File: config.mk
export PLATFORM = sky130hd
export DESIGN_NAME = acc_sum_differ
export DESIGN_NICKNAME = d
export VERILOG_FILES = /design/src/rtl/acc_sum_differ_pkg.sv /design/src/rtl/acc_skid_fifo.sv /design/src/rtl/acc_sum_differ.sv
export SDC_FILE = /design/constraint.sdc
export NUM_CORES = 1
export LEC_CHECK = 0
export ABC_AREA = 1
export BUFFER_PORTS_ARGS = -buffer_cell sky130_fd_sc_hd__buf_4
export CORE_MARGIN = 8
export CORE_UTILIZATION = 40
export CTS_CLUSTER_DIAMETER = 150
export DETAILED_ROUTE_END_ITERATION = 7
export PLACE_DENSITY = 0.74
export SLEW_MARGIN = 25
export SYNTH_ARGS = -nofsm -noshare
export SYNTH_HDL_FRONTEND = slang
export SYNTH_SLANG_ARGS = --single-unit
File: constraint.sdc
create_clock -name clk -period 1.8 [get_ports clk]
set_input_delay 0.09 -clock clk [delete_from_list [all_inputs] [get_ports clk]]
set_output_delay 0.09 -clock clk [all_outputs]
set_load 0.02 [all_outputs]
File: src/rtl/acc_sum_differ_pkg.sv
// acc_sum_differ_pkg: shared state type, FIFO depth and delta arithmetic.
// ACC_SUM_DIFFER_SAT_EN selects the saturating signed subtraction.
package acc_sum_differ_pkg;

  typedef enum logic {PRIME, RUN} state_e;

  localparam int FIFO_DEPTH = 2;
  localparam int MAX_W      = 64;

  typedef logic [MAX_W-1:0]        word_t;
  typedef logic signed [MAX_W:0]   sword_t;

  typedef struct packed {
    logic  ovf;
    word_t val;
  } calc_t;

  // Operands are zero-extended w-bit values; only val[w-1:0] is meaningful.
  function automatic calc_t delta_calc(
    input word_t       s,
    input word_t       p,
    input int unsigned w
  );
    calc_t       r;
    word_t       mask;
`ifdef ACC_SUM_DIFFER_SAT_EN
    int unsigned sh;
    logic signed [MAX_W-1:0] ts;
    logic signed [MAX_W-1:0] tp;
    sword_t      sx;
    sword_t      px;
    sword_t      d;
    sword_t      hi;
    sword_t      lo;
`endif
    if (w >= MAX_W) mask = '1;
    else mask = (word_t'(1) << w) - word_t'(1);
    r.ovf = 1'b0;
    r.val = (s - p) & mask;
`ifdef ACC_SUM_DIFFER_SAT_EN
    sh = MAX_W - w;
    ts = signed'(s << sh);
    tp = signed'(p << sh);
    sx = {ts[MAX_W-1], ts};
    px = {tp[MAX_W-1], tp};
    sx = sx >>> sh;
    px = px >>> sh;
    d  = sx - px;
    hi = (sword_t'(1) <<< (w - 1)) - sword_t'(1);
    lo = -(sword_t'(1) <<< (w - 1));
    if (d > hi) begin
      r.ovf = 1'b1;
      r.val = hi[MAX_W-1:0] & mask;
    end else if (d < lo) begin
      r.ovf = 1'b1;
      r.val = lo[MAX_W-1:0] & mask;
    end
`endif
    return r;
  endfunction

endpackage

File: src/rtl/acc_skid_fifo.sv
// acc_skid_fifo: 2-entry valid/ready FIFO with synchronous clear.
// Head is registered; a push into an empty FIFO shows up next cycle.
module acc_skid_fifo
  import acc_sum_differ_pkg::*;
#(
  parameter int W = 8
) (
  input  logic         clk,
  input  logic         rst,
  input  logic         clr,
  input  logic         push_valid,
  output logic         push_ready,
  input  logic [W-1:0] push_data,
  output logic         pop_valid,
  input  logic         pop_ready,
  output logic [W-1:0] pop_data
);

  logic [1:0]   count;
  logic [1:0]   count_nxt;
  logic [W-1:0] slot0;
  logic [W-1:0] slot1;
  logic [W-1:0] slot0_nxt;
  logic [W-1:0] slot1_nxt;
  logic         push;
  logic         pop;

  assign push_ready = (count < 2'(FIFO_DEPTH));
  assign pop_valid  = (count != 2'd0);
  assign pop_data   = slot0;
  assign push       = push_valid && push_ready;
  assign pop        = pop_valid && pop_ready;

  always_comb begin
    slot0_nxt = slot0;
    slot1_nxt = slot1;
    count_nxt = count;
    if (pop) begin
      slot0_nxt = slot1;
      count_nxt = count - 2'd1;
    end
    if (push) begin
      if (count_nxt == 2'd0) slot0_nxt = push_data;
      else slot1_nxt = push_data;
      count_nxt = count_nxt + 2'd1;
    end
  end

  always_ff @(posedge clk) begin
    if (rst || clr) begin
      count <= 2'd0;
      slot0 <= '0;
      slot1 <= '0;
    end else begin
      count <= count_nxt;
      slot0 <= slot0_nxt;
      slot1 <= slot1_nxt;
    end
  end

endmodule

File: src/rtl/acc_sum_differ.sv
// acc_sum_differ: recovers per-cycle increments from a running-sum stream.
// ACC_SUM_DIFFER_SAT_EN enables signed saturation and the sticky ovf flag.
module acc_sum_differ
  import acc_sum_differ_pkg::*;
#(
  parameter int           W          = 8,
  parameter logic [W-1:0] INIT_SUM   = '0,
  parameter int           EMIT_FIRST = 1,
  parameter int           CW         = 16
) (
  input  logic          clk,
  input  logic          rst,
  input  logic          clr,
  input  logic          sum_valid,
  output logic          sum_ready,
  input  logic [W-1:0]  sum,
  output logic          delta_valid,
  input  logic          delta_ready,
  output logic [W-1:0]  delta,
  output logic          delta_neg,
  output logic [CW-1:0] delta_cnt,
  output logic          ovf
);

  state_e        state;
  state_e        state_nxt;
  logic [W-1:0]  prev_sum;
  logic [W-1:0]  prev_nxt;
  logic [W-1:0]  ref_sum;
  logic [W-1:0]  push_data;
  logic [CW-1:0] cnt;
  logic          accept;
  logic          push;
  logic          fifo_ready;
  calc_t         calc;
  logic          calc_unused;

  assign sum_ready = fifo_ready;
  assign accept    = sum_valid && sum_ready;
  assign ref_sum   = (state == PRIME) ? INIT_SUM : prev_sum;
  assign calc      = delta_calc(word_t'(sum), word_t'(ref_sum), W);
  assign push_data = calc.val[W-1:0];
  assign delta_neg = delta[W-1];
  assign delta_cnt = cnt;

  always_comb begin
    state_nxt = state;
    prev_nxt  = prev_sum;
    push      = 1'b0;
    if (clr) begin
      state_nxt = PRIME;
      prev_nxt  = INIT_SUM;
    end else if (accept) begin
      state_nxt = RUN;
      prev_nxt  = sum;
      push      = (state == RUN) || (EMIT_FIRST != 0);
    end
  end

  always_ff @(posedge clk) begin
    if (rst) begin
      state    <= PRIME;
      prev_sum <= INIT_SUM;
      cnt      <= '0;
    end else begin
      state    <= state_nxt;
      prev_sum <= prev_nxt;
      if (clr) cnt <= '0;
      else if (push) cnt <= cnt + 1'b1;
    end
  end

`ifdef ACC_SUM_DIFFER_SAT_EN
  logic ovf_r;

  always_ff @(posedge clk) begin
    if (rst || clr) ovf_r <= 1'b0;
    else if (push && calc.ovf) ovf_r <= 1'b1;
  end

  assign ovf         = ovf_r;
  assign calc_unused = ^calc.val[MAX_W-1:W];
`else
  assign ovf         = 1'b0;
  assign calc_unused = ^{calc.ovf, calc.val[MAX_W-1:W]};
`endif

  acc_skid_fifo #(
    .W (W)
  ) u_fifo (
    .clk        (clk),
    .rst        (rst),
    .clr        (clr),
    .push_valid (push),
    .push_ready (fifo_ready),
    .push_data  (push_data),
    .pop_valid  (delta_valid),
    .pop_ready  (delta_ready),
    .pop_data   (delta)
  );

endmodule

==> impl_metrics.env <==
export IMPL_status="finished clean"
export IMPL_switching_share=0.274
export IMPL_area_growth_synth_to_final_pct=28.4
export IMPL_drive_gt1_frac=0.234
export IMPL_die_w_um=92.1
export IMPL_final_max_slew_viol_count=0
export IMPL_timing_critical_path_cells="inv_4 -> ha_4 -> inv_4 -> nand2_4 -> xor2_4 -> inv_2 -> ha_4 -> nor2_8 -> buf_4 -> nand2_1 -> nand2_1 -> inv_1"
export IMPL_critPathSlowestCell="dfxtp_2"
export IMPL_cts_htree_levels=2
export IMPL_yosys_warnings=0
export IMPL_cts_hold_buffers=0
export IMPL_postSynth_asyncResetShare=0
export IMPL_synth_main_ff_cell="dfxtp_1"
export IMPL_design_die_area_um2=8470
export IMPL_final_min_clock_period_ns=1.69
export IMPL_via_per_inst=4.90
export IMPL_cell_area_reported_after_detailed_placement_um2=2730
export IMPL_pwr_share_seq=0.489
export IMPL_number_of_ports_placed_on_the_die_boundary=41
export IMPL_mappedNetlistNets=356
export IMPL_min_delay_path_class="in -> reg"
export IMPL_fp_dieH_um=92.1
export IMPL_number_of_antenna_violations_at_the_first_check_in_global_routing=0
export IMPL_maxClockFrequency_ghz=0.591
export IMPL_drc=0
export IMPL_globalRouteOverflowTotal=0
export IMPL_timing_reg2reg_setup_slack_ns=0.11
export IMPL_timing_setup_tns_ns=0
export IMPL_max_stage_delay_on_crit_path_ns=0.36
export IMPL_floorplan_initialDensity=0.418
export IMPL_placement_setup_worst_slack_ns=0.0391
export IMPL_synth_seq_area_share=0.372
export IMPL_required_ns=1.99
export IMPL_vias_in_the_first_global_route=2164
export IMPL_grt_max_degree=32
export IMPL_timing_critical_path_max_delay_family="flip-flops"
export IMPL_cts_path_max_buffers=2
export IMPL_postRouteAntennaNets=0
export IMPL_insertion_delay_ns=0.29
export IMPL_fin_nets=404
export IMPL_finalCritPeriodShare=0.941
export IMPL_setup_violations=0
export IMPL_yosysUniqueCellTypes=30
export IMPL_cts_reportedPaths_clkPinSlew_ns=0.08
export IMPL_drv_cap=0
export IMPL_timing_final_hold_violations=0
export IMPL_total_switching_power_uw=555
export IMPL_p_leak_uw=0.00132
export IMPL_clock_sink_count=43
export IMPL_design_area_um2=2970
export IMPL_detail_route_first_pass_iterations=4
export IMPL_first_pass_grt_wire_length_um=9560
export IMPL_cts_buffers_inserted=5
export IMPL_powerDensity_nw_per_um2=682
export IMPL_synth_seq_cells=43
export IMPL_violation_count_after_the_first_detailed_route_iteration=94
export IMPL_clock_tree_from_tritoncts="done"
export IMPL_clock_tree_root_cell="clkbuf_8"
export IMPL_synth_enable_flop_cells=0
export IMPL_combinational_cell_fraction_of_total_power=0.176
export IMPL_clock_skew_final_ns=0.00908
export IMPL_netlist_area_um2=2310
export IMPL_core_area_um2=5540
export IMPL_worst_endpoint_arrival_ns=1.88
export IMPL_clock_power_share=0.335
export IMPL_critPathBufInv=5
export IMPL_crit_fanout=5
export IMPL_track_usage=0.134
export IMPL_end_kind="register"
export IMPL_commonest_non_fill_non_tap_cell_in_the_layout="nand2_1"
export IMPL_num_rows=27
export IMPL_dr_total_vias=2219
export IMPL_synthesis_instances=332
export IMPL_worstSetupPathType="reg -> reg"
export IMPL_wl_um=5560
export IMPL_crit_path_launch_type="register"
export IMPL_antenna_cells_inserted=0
export IMPL_vdd_ir_drop_worst_mv=0.452
export IMPL_numPortBuffers=39
export IMPL_internal_power_uw=1470
export IMPL_postLayoutSetupSlackWorst_ns=0.107
export IMPL_place_gp_congestion=0.847
export IMPL_place_detailed_hpwl_um=4080
export IMPL_routed_wire_length_per_instance_um=12.3
export IMPL_layout_common_cells="nand2_1, nor2_1, buf_4"
export IMPL_avgSynthCellArea_um2=6.97
-- synth_stat cells, types with 3 or more instances --
| cell type | count | area, um^2 |
|---|---|---|
| a21oi_1 | 22 | 110 |
| a31oi_1 | 5 | 31.3 |
| buf_2 | 6 | 30.0 |
| dfxtp_1 | 43 | 861 |
| ha_1 | 10 | 125 |
| inv_1 | 45 | 169 |
| inv_2 | 3 | 11.3 |
| nand2_1 | 62 | 233 |
| nand3_1 | 25 | 125 |
| nand4_1 | 6 | 37.5 |
| nor2_1 | 49 | 184 |
| o21ai_0 | 25 | 125 |
| xor2_1 | 7 | 61.3 |
-- registers in the layout (all words and copies together) (netlist names) --
signal / count
u_fifo.count: 2
u_fifo.pop_data: 8
prev_sum: 8
u_fifo.slot1: 8
delta_cnt: 16
state: 1
-- timing repair --
action | in CTS | in global routing
pin swaps | 0 | 4
setup buffers | 0 | 5
gates cloned | 0 | 1
gates resized for setup | 1 | 18
endpoints found under the setup margin | 3 | 16
-- layout make-up --
cell class / count / area (um^2)
Tap cell: 72 / 90.1
Clock buffer: 8 / 100
Multi-Input combinational cell: 232 / 1340
Fill cell: 547 / 2570
Sequential cell: 43 / 865
Timing Repair Buffer: 50 / 388
Inverter: 48 / 193
-- layer usage --
metal / global-route usage / wire (um) / share of wire / up-vias
met2: 0.225 / 2630 / 0.47 / 46
met4: 0.0470 / 99 / 0.018 / 0
met5: 0 / 0 / 0 / -
li1: - / - / - / 1163
met1: 0.156 / 2460 / 0.44 / 998
met3: 0.0424 / 369 / 0.066 / 12
-- per-stage QoR --
step	hold WS (ns)	power [uW]	util	std cells
after detailed placement	0.363	1320	0.493	439
after global routing	0.0753	2120	0.536	453
final	0.0571	2030	0.536	453
after global placement	0.353	1320	0.493	439
after CTS	0.0496	2000	0.513	447
after floorplan	0.244	1220	-	332
-- kinds of logic (layout without fill, tap and decap cells) --
group	after synthesis	count (layout)	share of synthesized area
AO/OA/AOI/OAI	55	55	0.123
AND/OR/NAND/NOR	157	158	0.314
adder cells (fa/ha/maj)	11	11	0.0627
flip-flops	43	43	0.372
XOR/XNOR	7	7	0.0265
buffers and inverters	58	106	0.101
other	1	1	0.00162
-- power groups by stage --
stage               registers, uW  logic (uW)  clock network (uW)
finish                        991         356                 679
global route                  994         398                 732
CTS                           991         315                 694
detailed placement           1010         312                   0
global placement             1010         306                   0
floorplan                    1020         200                   0
-- worst paths after layout --
check	from	endpoint	cells after the start
setup / recovery	u_fifo.count[1]	u_fifo.slot1[3]	12
hold / removal	sum[5]	prev_sum[5]	3
setup reg to reg	u_fifo.count[1]	u_fifo.slot1[3]	12
hold reg to reg	u_fifo.slot1[2]	u_fifo.slot1[2]	2
-- worst min-delay path, delay by kind of cell --
kind / cells / cell delay, ns
AOI/OAI and AO/OA: 1 / 0.07
and+or+nand+nor: 1 / 0.07
buffers and inverters: 1 / 0.08
(Power assumes the default switching activity.)
